**config.mk**
```make
export PLATFORM = sky130hd
export DESIGN_NAME = sdio_crc_lanes
export DESIGN_NICKNAME = d
export VERILOG_FILES = /design/src/rtl/sdio_crc_lanes.sv
export SDC_FILE = /design/constraint.sdc
export NUM_CORES = 1
export LEC_CHECK = 0
export ABC_CLOCK_PERIOD_IN_PS = 3100
export BUFFER_PORTS_ARGS = -buffer_cell sky130_fd_sc_hd__buf_2
export CORE_MARGIN = 3
export CORE_UTILIZATION = 55
export CTS_BUF_LIST = sky130_fd_sc_hd__clkbuf_4 sky130_fd_sc_hd__clkbuf_8 sky130_fd_sc_hd__clkbuf_16
export DETAILED_ROUTE_END_ITERATION = 7
export PLACE_DENSITY = 0.89
export SKIP_CTS_REPAIR_TIMING = 1
export SLEW_MARGIN = 10
export SYNTH_ARGS = -nofsm -noshare
export SYNTH_HDL_FRONTEND = slang
export SYNTH_SLANG_ARGS = --single-unit
```
**constraint.sdc**
```tcl
create_clock -name clk -period 3.1 [get_ports clk]
set_input_delay 0.775 -clock clk [delete_from_list [all_inputs] [get_ports clk]]
set_output_delay 0.775 -clock clk [all_outputs]
set_load 0.02 [all_outputs]
```
**src/rtl/sdio_crc_lanes.sv**
```systemverilog
// Multi-lane serial CRC engine for the SDIO/SPI data path: accumulates one bit
// per lane per cycle, then serialises the CRC MSB-first or checks a received CRC.
module sdio_crc_lanes #(
  parameter int               CRC_W  = 16,
  parameter logic [CRC_W-1:0] POLY   = 16'h1021,
  parameter int               LANES  = 1,
  parameter logic [CRC_W-1:0] INIT_A = 16'h0ED1,
  parameter logic [CRC_W-1:0] INIT_B = 16'h2E93
) (
  input  logic                     clk,
  input  logic                     rst,
  input  logic                     load_a,
  input  logic                     load_b,
  input  logic                     gen_en,
  input  logic [LANES-1:0]         din,
  input  logic                     out_start,
  input  logic                     chk_start,
  input  logic                     step,
  output logic [LANES-1:0]         dout,
  output logic                     dout_vld,
  output logic                     busy,
  output logic                     done,
  output logic [LANES-1:0]         crc_err,
  output logic [LANES*CRC_W-1:0]   crc_reg
);

  localparam int CNT_W = $clog2(CRC_W + 1);
  localparam logic [CNT_W-1:0] LAST = CNT_W'(CRC_W - 1);

  typedef enum logic [1:0] {
    IDLE = 2'd0,
    OUT  = 2'd1,
    CHK  = 2'd2
  } state_t;

  state_t                          state_q, state_d;
  logic [LANES-1:0][CRC_W-1:0]     crc_q, crc_d;
  logic [CNT_W-1:0]                cnt_q, cnt_d;
  logic [LANES-1:0]                err_q, err_d;
  logic                            done_q, done_d;

  // NOTE: every variable gets its hold value before any branch, so no path
  // through this block leaves a signal unassigned and no latch is inferred.
  always_comb begin
    state_d = state_q;
    crc_d   = crc_q;
    cnt_d   = cnt_q;
    err_d   = err_q;
    done_d  = 1'b0;

    if (load_a || load_b) begin
      // Preload aborts silently: no done pulse for an interrupted OUT/CHK.
      crc_d   = load_a ? {LANES{INIT_A}} : {LANES{INIT_B}};
      err_d   = '0;
      cnt_d   = '0;
      state_d = IDLE;
    end else begin
      case (state_q)
        IDLE: begin
          if (out_start) begin
            state_d = OUT;
            cnt_d   = '0;
          end else if (chk_start) begin
            state_d = CHK;
            cnt_d   = '0;
            err_d   = '0;
          end else if (gen_en) begin
            for (int i = 0; i < LANES; i++) begin
              crc_d[i] = {crc_q[i][CRC_W-2:0], 1'b0}
                       ^ ((din[i] ^ crc_q[i][CRC_W-1]) ? POLY : '0);
            end
          end
        end
        OUT, CHK: begin
          if (step) begin
            for (int i = 0; i < LANES; i++) begin
              if (state_q == CHK) begin
                err_d[i] = err_q[i] | (din[i] ^ crc_q[i][CRC_W-1]);
              end
              crc_d[i] = {crc_q[i][CRC_W-2:0], 1'b0};
            end
            cnt_d = cnt_q + CNT_W'(1);
            if (cnt_q == LAST) begin
              state_d = IDLE;
              done_d  = 1'b1;
            end
          end
        end
        default: state_d = IDLE;
      endcase
    end
  end

  // NOTE: sequential state uses non-blocking assignments so every register
  // samples the pre-edge values computed above, independent of statement order.
  // NOTE: the CRC lane registers are reset too; they are visible outputs with
  // defined reset values, not scratch storage.
  always_ff @(posedge clk) begin
    if (rst) begin
      state_q <= IDLE;
      crc_q   <= '0;
      cnt_q   <= '0;
      err_q   <= '0;
      done_q  <= 1'b0;
    end else begin
      state_q <= state_d;
      crc_q   <= crc_d;
      cnt_q   <= cnt_d;
      err_q   <= err_d;
      done_q  <= done_d;
    end
  end

  for (genvar g = 0; g < LANES; g++) begin : g_dout
    assign dout[g] = crc_q[g][CRC_W-1];
  end

  assign dout_vld = (state_q == OUT);
  assign busy     = (state_q != IDLE);
  assign done     = done_q;
  assign crc_err  = err_q;
  assign crc_reg  = crc_q;

endmodule

```
Word level (Yosys, flattened, before mapping)
Cells that the tools add are included.
Word-level totals
  bits in registers: 25
  latch bits: 0
  RAM bits: 0
  ROM bits: 0
  input bits: 9
  output and inout port bits: 21
  word-level logic and storage cells: 59
  memories: 0
Cells by class
  add/subtract/negate cells: 1
  $mul: 0
  div/mod/pow operators: 0
  order comparisons: 0
  eq/ne operators: 13
  shifts and indexed selects: 0
  mux-type cells: 23
  bitwise logic cells: 5
  reduce and logical (&&, ||, !) cells: 12
Operator list (count)
  two-way mux 16 bit: 5
  one-hot mux 16 bit (2 select lines): 1
  bitwise XOR 16 x 13 -> 16 bit: 1
  two-way mux 5 bit: 3
  != test 3 bit, second input constant: 5
  two-way mux 14 bit: 1
  two-way mux 13 bit: 1
  != test 2 bit, second input constant: 5
  one-hot mux 5 bit (2 select lines): 1
  AND reduction 5 bit: 2
  two-way mux 2 bit: 4
  AND reduction 3 bit: 2
  adder 5 x 1 -> 5 bit, second input constant: 1
  equality test 5 x 4 -> 1 bit, second input constant: 1
  two-way mux 1 bit: 5
  one-hot mux 2 bit (2 select lines): 1
  nonzero test 2 bit: 2
  OR reduction 2 bit: 2
  OR reduction 4 bit: 1
  nonzero test 3 bit: 1
  equality test 2 x 1 -> 1 bit, second input constant: 1
  equality test 2 bit, second input constant: 1
  zero test 2 bit: 1
  inverter 1 bit: 2
  other kinds (4): 4

Logic depth before layout (Yosys ltp)
Gate-level depths: netlist (run 1).
  depth after elaboration: 8
  depth in mapped cells: 8
  gate-level depth less buffers: 7

Least setup slack after synthesis (run 1)
Ideal clock, no wire load.
  path type: input port to flip-flop
  from: input out_start
  to: register crc_q, in the netlist crc_reg[13]
  setup time: 0.103 ns
  arrival: 1.850 ns
  data required time: 2.997 ns
  slack: 1.146 ns
  stages on the path: 5
  buffers on the path: 1
  cells stage by stage: or3b_1 -> a21oi_2 -> buf_6 -> nor3_2 -> a2111oi_2
Between the ends
  longest elaborated chain between the ends: 2
RTL lines
  start, declared: line 16  | input logic out_start,
  != test 3 bit (no line)
  AND reduction 5 bit (no line)
  end signal, assigned: line 107  | crc_q <= crc_d;
  end, declared: line 37  | logic [LANES-1:0][CRC_W-1:0] crc_q, crc_d;
Every way passes these cells.
A chain may end at the register's enable or synchronous reset.

Worst setup path in the final report (run 1)
  from: register state_q[0]
  to: register crc_q, in the netlist crc_reg[6]
Between the ends
  longest elaborated chain between the ends: 4
  elaborated cells on any way between the ends: 12
  classes of those cells: eq/ne: 6; mux: 2; reduce/logical: 4
RTL lines
  start, declared: line 36  | state_t state_q, state_d;
  start signal, assigned: line 106  | state_q <= state_d;
  equality test 2 x 1 -> 1 bit or equality test 2 bit (tied branches): line 58  | case (state_q)
  OR reduction 2 bit: line 58
  != test 3 bit (no line), or another cell as far along
  AND reduction 5 bit (no line) or two-way mux 16 bit (tied branches)
Several ways; a longest one is shown, not always the timed one.

==> results of run 1 <==
cell usage in the layout (no fill, tap or decap), types with 4 or more instances in the layout:
master	synthesis	routed
inv_1	8	8
o21ai_0	4	4
ha_1	5	5
nand2_1	5	5
nor2_1	17	17
dfxtp_1	25	25
mux2i_1	10	10
buf_2	2	29
a21oi_1	14	14
power by group:
part           switching (W)  leakage [nW]  total (W)  internal (W)
combinational      0.0000599         0.349  0.0000983     0.0000384
sequential        0.00000844         0.204   0.000340      0.000331
clock               0.000102        0.0139   0.000151     0.0000494
total               0.000170         0.568   0.000589      0.000419
worst register-to-register path: stages (launching register included):
cell and delay, ns:
dfxtp_1 0.39, inv_1 0.08, ha_1 0.48, mux2i_2 0.36, a21oi_2 0.05, buf_4 0.23, or3b_1 0.37, a21oi_1 0.13
stage by stage:
| stage | hold slack (ns) | total power, W | setup WS (ns) | util, % | cell area, sq um |
|---|---|---|---|---|---|
| 2_1_floorplan | 0.446 | 0.000418 | 1.15 | - | 1220 |
| 3_3_place_gp | 0.455 | 0.000441 | 0.898 | 67.2 | 1360 |
| 3_5_place_dp | 0.468 | 0.000444 | 0.852 | 67.2 | 1360 |
| 4_1_cts | 0.486 | 0.000591 | 0.986 | 68.7 | 1390 |
| 5_1_grt | 0.507 | 0.000614 | 0.858 | 68.7 | 1390 |
| 6_report | 0.482 | 0.000589 | 0.964 | 68.7 | 1390 |
cells by family (layout without fill, tap and decap cells):
kind of cell / count (synthesis) / after routing / share of synthesized area, %
buf+inv: 15 / 42 / 6.07
compound gates: 30 / 30 / 16.3
flops: 25 / 25 / 41.2
simple gates: 44 / 44 / 18.9
fa+ha+maj: 5 / 5 / 5.14
xor+xnor: 3 / 3 / 2.16
mux: 12 / 12 / 10.3
cell usage after synthesis (2+ instances only):
cell	count	share of area, %
a2111oi_2	2	2.5
a21oi_1	14	5.8
buf_2	2	0.82
buf_4	2	1.2
clkbuf_1	2	0.62
dfxtp_1	25	41
ha_1	5	5.1
inv_1	8	2.5
mux2i_1	10	8.2
nand2_1	5	1.5
nand2b_1	2	1.0
nand3_1	3	1.2
nor2_1	17	5.2
nor2b_1	3	1.5
nor3_2	2	1.6
nor3b_1	2	1.2
o21ai_0	4	1.6
o22ai_1	2	1.0
or3b_1	2	1.4
xnor2_1	3	2.2
worst paths after layout:
kind | from | slack, ns | end | depth (start not counted)
worst max-delay path | state_q[0]$_SDFFE_PP0P_ | 0.96 | crc_reg[6]$_SDFFE_PP0P_ | 7
worst min register to register | cnt_q[4]$_SDFFE_PP0P_ | 0.48 | cnt_q[4]$_SDFFE_PP0P_ | 2
worst max register to register | state_q[0]$_SDFFE_PP0P_ | 0.96 | crc_reg[6]$_SDFFE_PP0P_ | 7
worst min-delay path | cnt_q[4]$_SDFFE_PP0P_ | 0.48 | cnt_q[4]$_SDFFE_PP0P_ | 2
routing by layer:
| metal | global-route usage, % | up-vias | share of wire, % |
|---|---|---|---|
| met1 | 25.3 | 489 | 47 |
| met3 | 3.38 | 5 | 3.7 |
| met5 | 0 | - | 0 |
| li1 | - | 523 | - |
| met2 | 32.9 | 18 | 48 |
| met4 | 7.66 | 0 | 1.4 |
layout make-up:
cell class | instances | area (sq um) | share of cell area (%)
multi-input combinational | 94 | 642 | 46.2
tap | 27 | 33.8 | 2.43
clock buffer | 3 | 22.5 | 1.62
sequential | 25 | 500 | 36.0
inverter | 8 | 30.0 | 2.16
clock inverter | 1 | 7.51 | 0.541
timing repair buffer | 30 | 153 | 11.0
==> impl_metrics.tcl, run 1 <==
set metrics [dict create \
    outcome "finished, final reports clean" \
    setup-tns-final_ns 0 \
    area_delta_synth_final_pct 14.2 \
    largest_reg_flops 16 \
    ys_warn_count 0 \
    cpPeakStageDelay_ns 0.48 \
    place_congestion 0.793 \
    clock-root-buffer "clkbuf_4" \
    path_buf_inv 2 \
    dp_hpwl_mm 1.89 \
    n_antenna_cell 0 \
    critPathCaptureType "flip-flop" \
    syn_area_sq_mm 0.00122 \
    grtUsageTotal_pct 19.8 \
    rows 16 \
    wl_per_cell_microns 13.0 \
    finalClockSkew_ns 0.00661 \
    cp-start-kind "flip-flop" \
    clock_path_buffers 2 \
    ys_types 39 \
    grt_pass1_vias 940 \
    ant_nets 0 \
    leakagePower_nw 0.568 \
    syn_avg_cell_area_sq_um 9.08 \
    crit_fanout 20 \
    vias 1035 \
    final_nets 176 \
    syn_nets 148 \
    dieHeight_microns 53.0 \
    start_util_pct 60.1 \
    finalCriticalPeriod_ns 2.14 \
    dp_cells 184 \
    async_flop_share_pct 0 \
    ys.flop_type "dfxtp_1" \
    drv_cap 0 \
    power_density_mw_per_mm2 424 \
    fin_crit_sh_pct 68.9 \
    clock.fmax_mhz 468 \
    path_clk_slew_ns 0.14 \
    viasPerCell 5.51 \
    first_pass_iters 4 \
    critPathSlowestCell "ha_1" \
    finalSetupViolations 0 \
    synthCells 134 \
    worstPathCellList "inv_1 -> ha_1 -> mux2i_2 -> a21oi_2 -> buf_4 -> or3b_1 -> a21oi_1" \
    drive_above_1_share_pct 26.1 \
    port-buffer-count 29 \
    yosysSeqAreaShare_pct 41.2 \
    synth_edf_count 0 \
    htree_levels 1 \
    overflow 0 \
    max_slew_margin_pct 61.0 \
    drt_drc_violations_left 0 \
    critPathArrivalTime_ns 2.41 \
    die_width_microns 53.0 \
    coreArea_sq_mm 0.00202 \
    cts_made_buffers 3 \
    grt_pass1_wl_mm 4.15 \
    cts_sinks 25 \
    routed_wl_mm 2.44 \
    irDropWorstVdd_mv 0.315 \
    rsz0062_at_grt "no" \
    drt_iter0_drc 22 \
    ys_ff_latch 25 \
    drv_slew 0 \
    worst_ep_required_time_ns 3.37 \
    die_area_sq_mm 0.00281 \
    min_path_type "reg2reg" \
    nFillCells 145 \
    path_class "reg2reg" \
    crit_family "adder cells" \
    cts_tree "done" \
    finalHoldViolations 0 \
    antenna_found_initial 0 \
    ios 30 \
    finalNonFillerCells 188 \
    worst_slew_pin_slew_ns 0.578 \
    clk_latency_ns 0.33 \
    grt_max_degree 21 \
]
Note: power is estimated with default switching activity, not from simulation.
==> run 2: changes to the inputs <==
--- a/config.mk
+++ b/config.mk
@@ -5,13 +5,14 @@
 export SDC_FILE = /design/constraint.sdc
 export NUM_CORES = 1
 export LEC_CHECK = 0
-export ABC_CLOCK_PERIOD_IN_PS = 3100
+export ABC_AREA = 1
+export ABC_CLOCK_PERIOD_IN_PS = 1700
 export BUFFER_PORTS_ARGS = -buffer_cell sky130_fd_sc_hd__buf_2
 export CORE_MARGIN = 3
-export CORE_UTILIZATION = 55
+export CORE_UTILIZATION = 46
 export CTS_BUF_LIST = sky130_fd_sc_hd__clkbuf_4 sky130_fd_sc_hd__clkbuf_8 sky130_fd_sc_hd__clkbuf_16
 export DETAILED_ROUTE_END_ITERATION = 7
-export PLACE_DENSITY = 0.89
+export PLACE_DENSITY = 0.8
 export SKIP_CTS_REPAIR_TIMING = 1
 export SLEW_MARGIN = 10
 export SYNTH_ARGS = -nofsm -noshare
==> constraint.sdc (replaced) <==
create_clock -name clk -period 1.7 [get_ports clk]
set_input_delay 0.425 -clock clk [delete_from_list [all_inputs] [get_ports clk]]
set_output_delay 0.425 -clock clk [all_outputs]
set_load 0.02 [all_outputs]
==> run 2 against run 1 <==
Clock power grew 79%. Synthesized area grew 0.10%. Hold slack lost 0.10 ns. First-iteration DRC count grew 36%. Setup slack lost 0.87 ns. Wire length grew 4.3%. Clock skew shrank 0.0038 ns. Global-route usage shrank 3.3 points.
==> impl_metrics.tcl, run 2 <==
set metrics [dict create \
    nFillCells 263 \
    grt_pass1_vias 1047 \
    final_nets 216 \
    setup_slack_ns 0.0948 \
    die_width_microns 57.4 \
    ys_warn_count 0 \
    post-route-util_pct 58.6 \
    ios 30 \
    drt_drc_violations_left 0 \
    grtUsageTotal_pct 16.5 \
    first_pass_iters 4 \
    min_path_type "in2reg" \
    finalInstanceArea_sq_mm 0.00146 \
    path_class "reg2out" \
    syn_nets 180 \
    syn_avg_cell_area_sq_um 7.33 \
    area_delta_synth_final_pct 20.2 \
    synth_edf_count 0 \
    port-buffer-count 29 \
    htree_levels 1 \
    setup-tns-final_ns 0 \
    clock-root-buffer "clkbuf_4" \
    worst_slew_pin_slew_ns 0.273 \
    ys_types 25 \
    routed_wl_mm 2.54 \
    start_util_pct 48.7 \
    finalClockSkew_ns 0.00279 \
    clk_latency_ns 0.32 \
    cts_made_buffers 3 \
    clock.fmax_mhz 623 \
    netlist_top_cells_count "nand2_1, nor2_1, dfxtp_1" \
    place_congestion 0.851 \
    synthCells 166 \
    grt_max_degree 15 \
    worst_ep_required_time_ns 1.27 \
    finalHoldViolations 0 \
    worstReg2RegEnd "crc_reg[13]$_SDFFE_PP0P_" \
    antenna_found_initial 0 \
    drv_cap 0 \
    finalSetupViolations 0 \
    die_area_sq_mm 0.00330 \
    ff2ff_path_depth 9 \
    coreArea_sq_mm 0.00250 \
    synth.most_common_cell "nand2_1" \
    dieHeight_microns 57.4 \
    hold_end "crc_reg[15]$_SDFFE_PP0P_" \
    critPathCaptureType "output pin" \
    rrSetupSlack_ns 0.16 \
    wl_per_cell_microns 11.0 \
    min_delay_path_depth 2 \
    rows 18 \
    path_clk_slew_ns 0.14 \
    post-place-ws_ns 0.111 \
    layout_common_cells "nand2_1, buf_2, nor2_1" \
    ys.flop_type "dfxtp_1" \
    dp_hpwl_mm 1.93 \
    syn_area_sq_mm 0.00122 \
    hold_ws_ns 0.378 \
    critPathArrivalTime_ns 1.18 \
    viasPerCell 4.97 \
    grt_pass1_wl_mm 4.39 \
    overflow 0 \
    layout_commonest_cell "nand2_1" \
    drive_above_1_share_pct 25.9 \
    cts_tree "done" \
    rsz0062_at_grt "no" \
    n_antenna_cell 0 \
    r2r-start "state_q[0]$_SDFFE_PP0P_" \
    drt_iter0_drc 30 \
    synth_area_leaders "dfxtp_1, nand2_1, nor2_1" \
    cts_sinks 25 \
    finalCriticalPeriod_ns 1.61 \
    vias 1147 \
    place_area_sq_mm 0.00141 \
    ant_nets 0 \
    synth_area_leader_cell "dfxtp_1" \
    ys_ff_latch 25 \
    crit_fanout 4 \
    fin_crit_sh_pct 94.4 \
    yosysSeqAreaShare_pct 41.1 \
    outcome "finished, final reports clean" \
    yosysTopAreaCellShare_pct 41.1 \
    largest_reg_flops 16 \
    cp-start-kind "flip-flop" \
    max_slew_margin_pct 81.7 \
    power_density_mw_per_mm2 749 \
    min_from "rst" \
    clock_path_buffers 2 \
    leakagePower_nw 0.674 \
    drv_slew 0 \
    irDropWorstVdd_mv 0.670 \
    async_flop_share_pct 0 \
]
-- run 2: layer usage --
metal  GRT usage [%]  routed length, microns  share of wire, %  up-vias
met5               0                       0                 0        -
met4            1.99                       0                 0        0
met3            5.20                     170               6.7        0
met2            27.3                    1130                45       31
met1            21.6                    1240                49      505
li1                -                       -                 -      611
-- run 2: layout make-up --
type                    count  area (sq um)  area share, %
clock buffers               3          22.5           1.54
clock inverters             1          5.00          0.342
inverters                  17          63.8           4.36
multi-input cells         121           651           44.4
flip-flops and latches     25           502           34.3
well taps                  30          37.5           2.56
repair buffers             34           183           12.5
-- run 2: worst max-delay path by stage --
stage                            startpoint                        to  depth (start not counted)
global route        state_q[0]$_SDFFE_PP0P_                      busy                          4
floorplan           state_q[0]$_SDFFE_PP0P_     cnt_q[3]$_SDFFE_PP0P_                          8
detailed placement  state_q[0]$_SDFFE_PP0P_  crc_reg[12]$_SDFFE_PP0P_                         10
CTS                 state_q[0]$_SDFFE_PP0P_                      busy                          4
global placement    state_q[0]$_SDFFE_PP0P_   crc_reg[1]$_SDFFE_PP0P_                          8
finish              state_q[0]$_SDFFE_PP0P_                      busy                          4
-- run 2: logic make-up (layout without fill, tap and decap cells) --
group                      count (synthesis)  after routing  synth area share (%)
and+or+nand+nor                           89             89                  34.3
buffers and inverters                     20             55                  7.19
adders and majority gates                  5              5                  5.14
DFF                                       25             25                  41.1
AOI/OAI and AO/OA                         27             27                  12.2
-- run 2: through the flow --
step | power (W) | std cells
after floorplan | 0.000766 | 166
after global placement | 0.000829 | 227
after detailed placement | 0.000831 | 227
after CTS | 0.00110 | 231
after global routing | 0.00115 | 231
final | 0.00110 | 231
-- run 2: critical path: stages, from the launching register on --
cell	delay (ns)
dfxtp_2	0.37
inv_1	0.08
ha_4	0.18
inv_2	0.07
buf_2	0.16
-- run 2: power breakdown --
part | leakage [nW] | total [W] | internal [W] | switching [W]
Clock | 0.0177 | 0.000270 | 0.0000882 | 0.000182
Combinational | 0.451 | 0.000205 | 0.0000708 | 0.000134
Sequential | 0.205 | 0.000622 | 0.000607 | 0.0000151
Total | 0.674 | 0.00110 | 0.000766 | 0.000331
==> run 3: changes to the inputs <==
--- a/config.mk
+++ b/config.mk
@@ -5,7 +5,6 @@
 export SDC_FILE = /design/constraint.sdc
 export NUM_CORES = 1
 export LEC_CHECK = 0
-export ABC_AREA = 1
 export ABC_CLOCK_PERIOD_IN_PS = 1700
 export BUFFER_PORTS_ARGS = -buffer_cell sky130_fd_sc_hd__buf_2
 export CORE_MARGIN = 3
==> run 3 against run 2 <==
The flow now finishes with violations (negative setup slack). Largest cell class unchanged. Die area barely moved. Hold slack got worse by 0.017 ns. Flip-flop and latch count did not move. Count of clock-buffer cells in the layout did not move. Via count fell by 4.0%. Critical path type is now reg2reg.
==> impl_metrics.tcl, run 3 (synthesis results as in run 1) <==
set metrics [dict create \
    first_pass_iters 4 \
    overflow 0 \
    cts_tree "done" \
    grtUsageTotal_pct 17.3 \
    post-route-util_pct 63.2 \
    htree_levels 1 \
    clock.fmax_mhz 566 \
    finalHoldViolations 0 \
    place_congestion 0.884 \
    n_antenna_cell 0 \
    cts_made_buffers 3 \
    layout_common_cells "buf_2, dfxtp_1, nor2_1" \
    place_area_sq_mm 0.00147 \
    path_clk_slew_ns 0.14 \
    violations "negative setup slack" \
    outcome "finished with violations" \
    rsz0062_at_grt "yes" \
    finalCriticalPeriod_ns 1.77 \
    irDropWorstVdd_mv 0.514 \
    drt_iter0_drc 23 \
    dieHeight_microns 57.4 \
    vias 1101 \
    min_path_type "in2reg" \
    ant_nets 0 \
    cts_sinks 25 \
    finalClockSkew_ns 0.00265 \
    grt_pass1_vias 1059 \
    report.power.total_w 0.00113 \
    clock_path_buffers 2 \
    worst_ep_required_time_ns 1.96 \
    finalInstanceArea_sq_mm 0.00158 \
    finalSetupViolations 3 \
    area_delta_synth_final_pct 29.8 \
    critPathCaptureType "flip-flop" \
    drt_drc_violations_left 0 \
    cp-start-kind "flip-flop" \
    drv_cap 0 \
    routed_wl_mm 2.90 \
    port-buffer-count 29 \
    drv_slew 0 \
    finalNonFillerCells 202 \
    final_nets 187 \
    dp_cells 197 \
    dp_hpwl_mm 2.15 \
    die_width_microns 57.4 \
    ios 30 \
    coreArea_sq_mm 0.00250 \
    rows 18 \
    crit_fanout 10 \
    wl_per_cell_microns 14.4 \
    power_density_mw_per_mm2 715 \
    layout_commonest_cell "buf_2" \
    path_class "reg2reg" \
    grt_max_degree 21 \
    setup_slack_ns -0.0666 \
    clk_latency_ns 0.31 \
    hold_ws_ns 0.361 \
    viasPerCell 5.45 \
    worst_slew_pin_slew_ns 0.487 \
    grt_pass1_wl_mm 4.54 \
    antenna_found_initial 0 \
    drive_above_1_share_pct 37.8 \
    fin_crit_sh_pct 104 \
    die_area_sq_mm 0.00330 \
    start_util_pct 48.6 \
    clock-root-buffer "clkbuf_4" \
    critPathArrivalTime_ns 2.03 \
    max_slew_margin_pct 67.5 \
    leakagePower_nw 0.639 \
    largest_reg_flops 16 \
]
## run 3: cell types whose count changed in the layout (fill, tap and decap cells not counted), sizes merged, moves of 7 or more
cell   before  now
nand2      34    5
mux2i       0   11
nor2       33   17
inv        17    8
nand3      15    3
o21ai      11    4
## run 3: area by class of cell
class                   count  area [sq um]
clock inverters             1          7.51
inverters                   8          32.5
well taps                  30          37.5
fillers                   211           921
flip-flops and latches     25           503
multi-input cells          94           711
clock buffers               3          22.5
repair buffers             41           265
## run 3: critical path: stages, from the launching register on
cell and delay, ns:
dfxtp_2 0.39, inv_4 0.06, ha_4 0.28, mux2i_4 0.28
a21oi_4 0.07, buf_12 0.16, or3b_1 0.36, a21oi_2 0.12
## run 3: report_power, final
group | internal, W | switching, W
clock | 0.0000896 | 0.000182
combinational | 0.000108 | 0.000129
sequential | 0.000605 | 0.0000162
total | 0.000802 | 0.000327
## run 3: metrics by stage
step | worst slack, ns | TNS, ns
finish | -0.0666 | -0.175
global route | -0.111 | -0.360
CTS | -0.0612 | -0.0808
detailed placement | -0.147 | -0.911
global placement | -0.0804 | -0.318
floorplan | -0.0180 | -0.0180
## run 3: final timing paths
kind / from / end / slack (ns) / cells past startpoint
hold / removal: load_a / crc_reg[1]$_SDFFE_PP0P_ / 0.36 / 2
setup reg to reg: state_q[1]$_SDFFE_PP0P_ / crc_reg[6]$_SDFFE_PP0P_ / -0.07 / 7
setup / recovery: state_q[1]$_SDFFE_PP0P_ / crc_reg[6]$_SDFFE_PP0P_ / -0.07 / 7
hold reg to reg: cnt_q[4]$_SDFFE_PP0P_ / cnt_q[4]$_SDFFE_PP0P_ / 0.49 / 2
## run 3: metal layers
layer | wire, microns | global-route usage [%]
met1 | 1280 | 21.6
met2 | 1490 | 30.3
met3 | 115 | 3.17
met4 | 17 | 4.64
met5 | 0 | 0
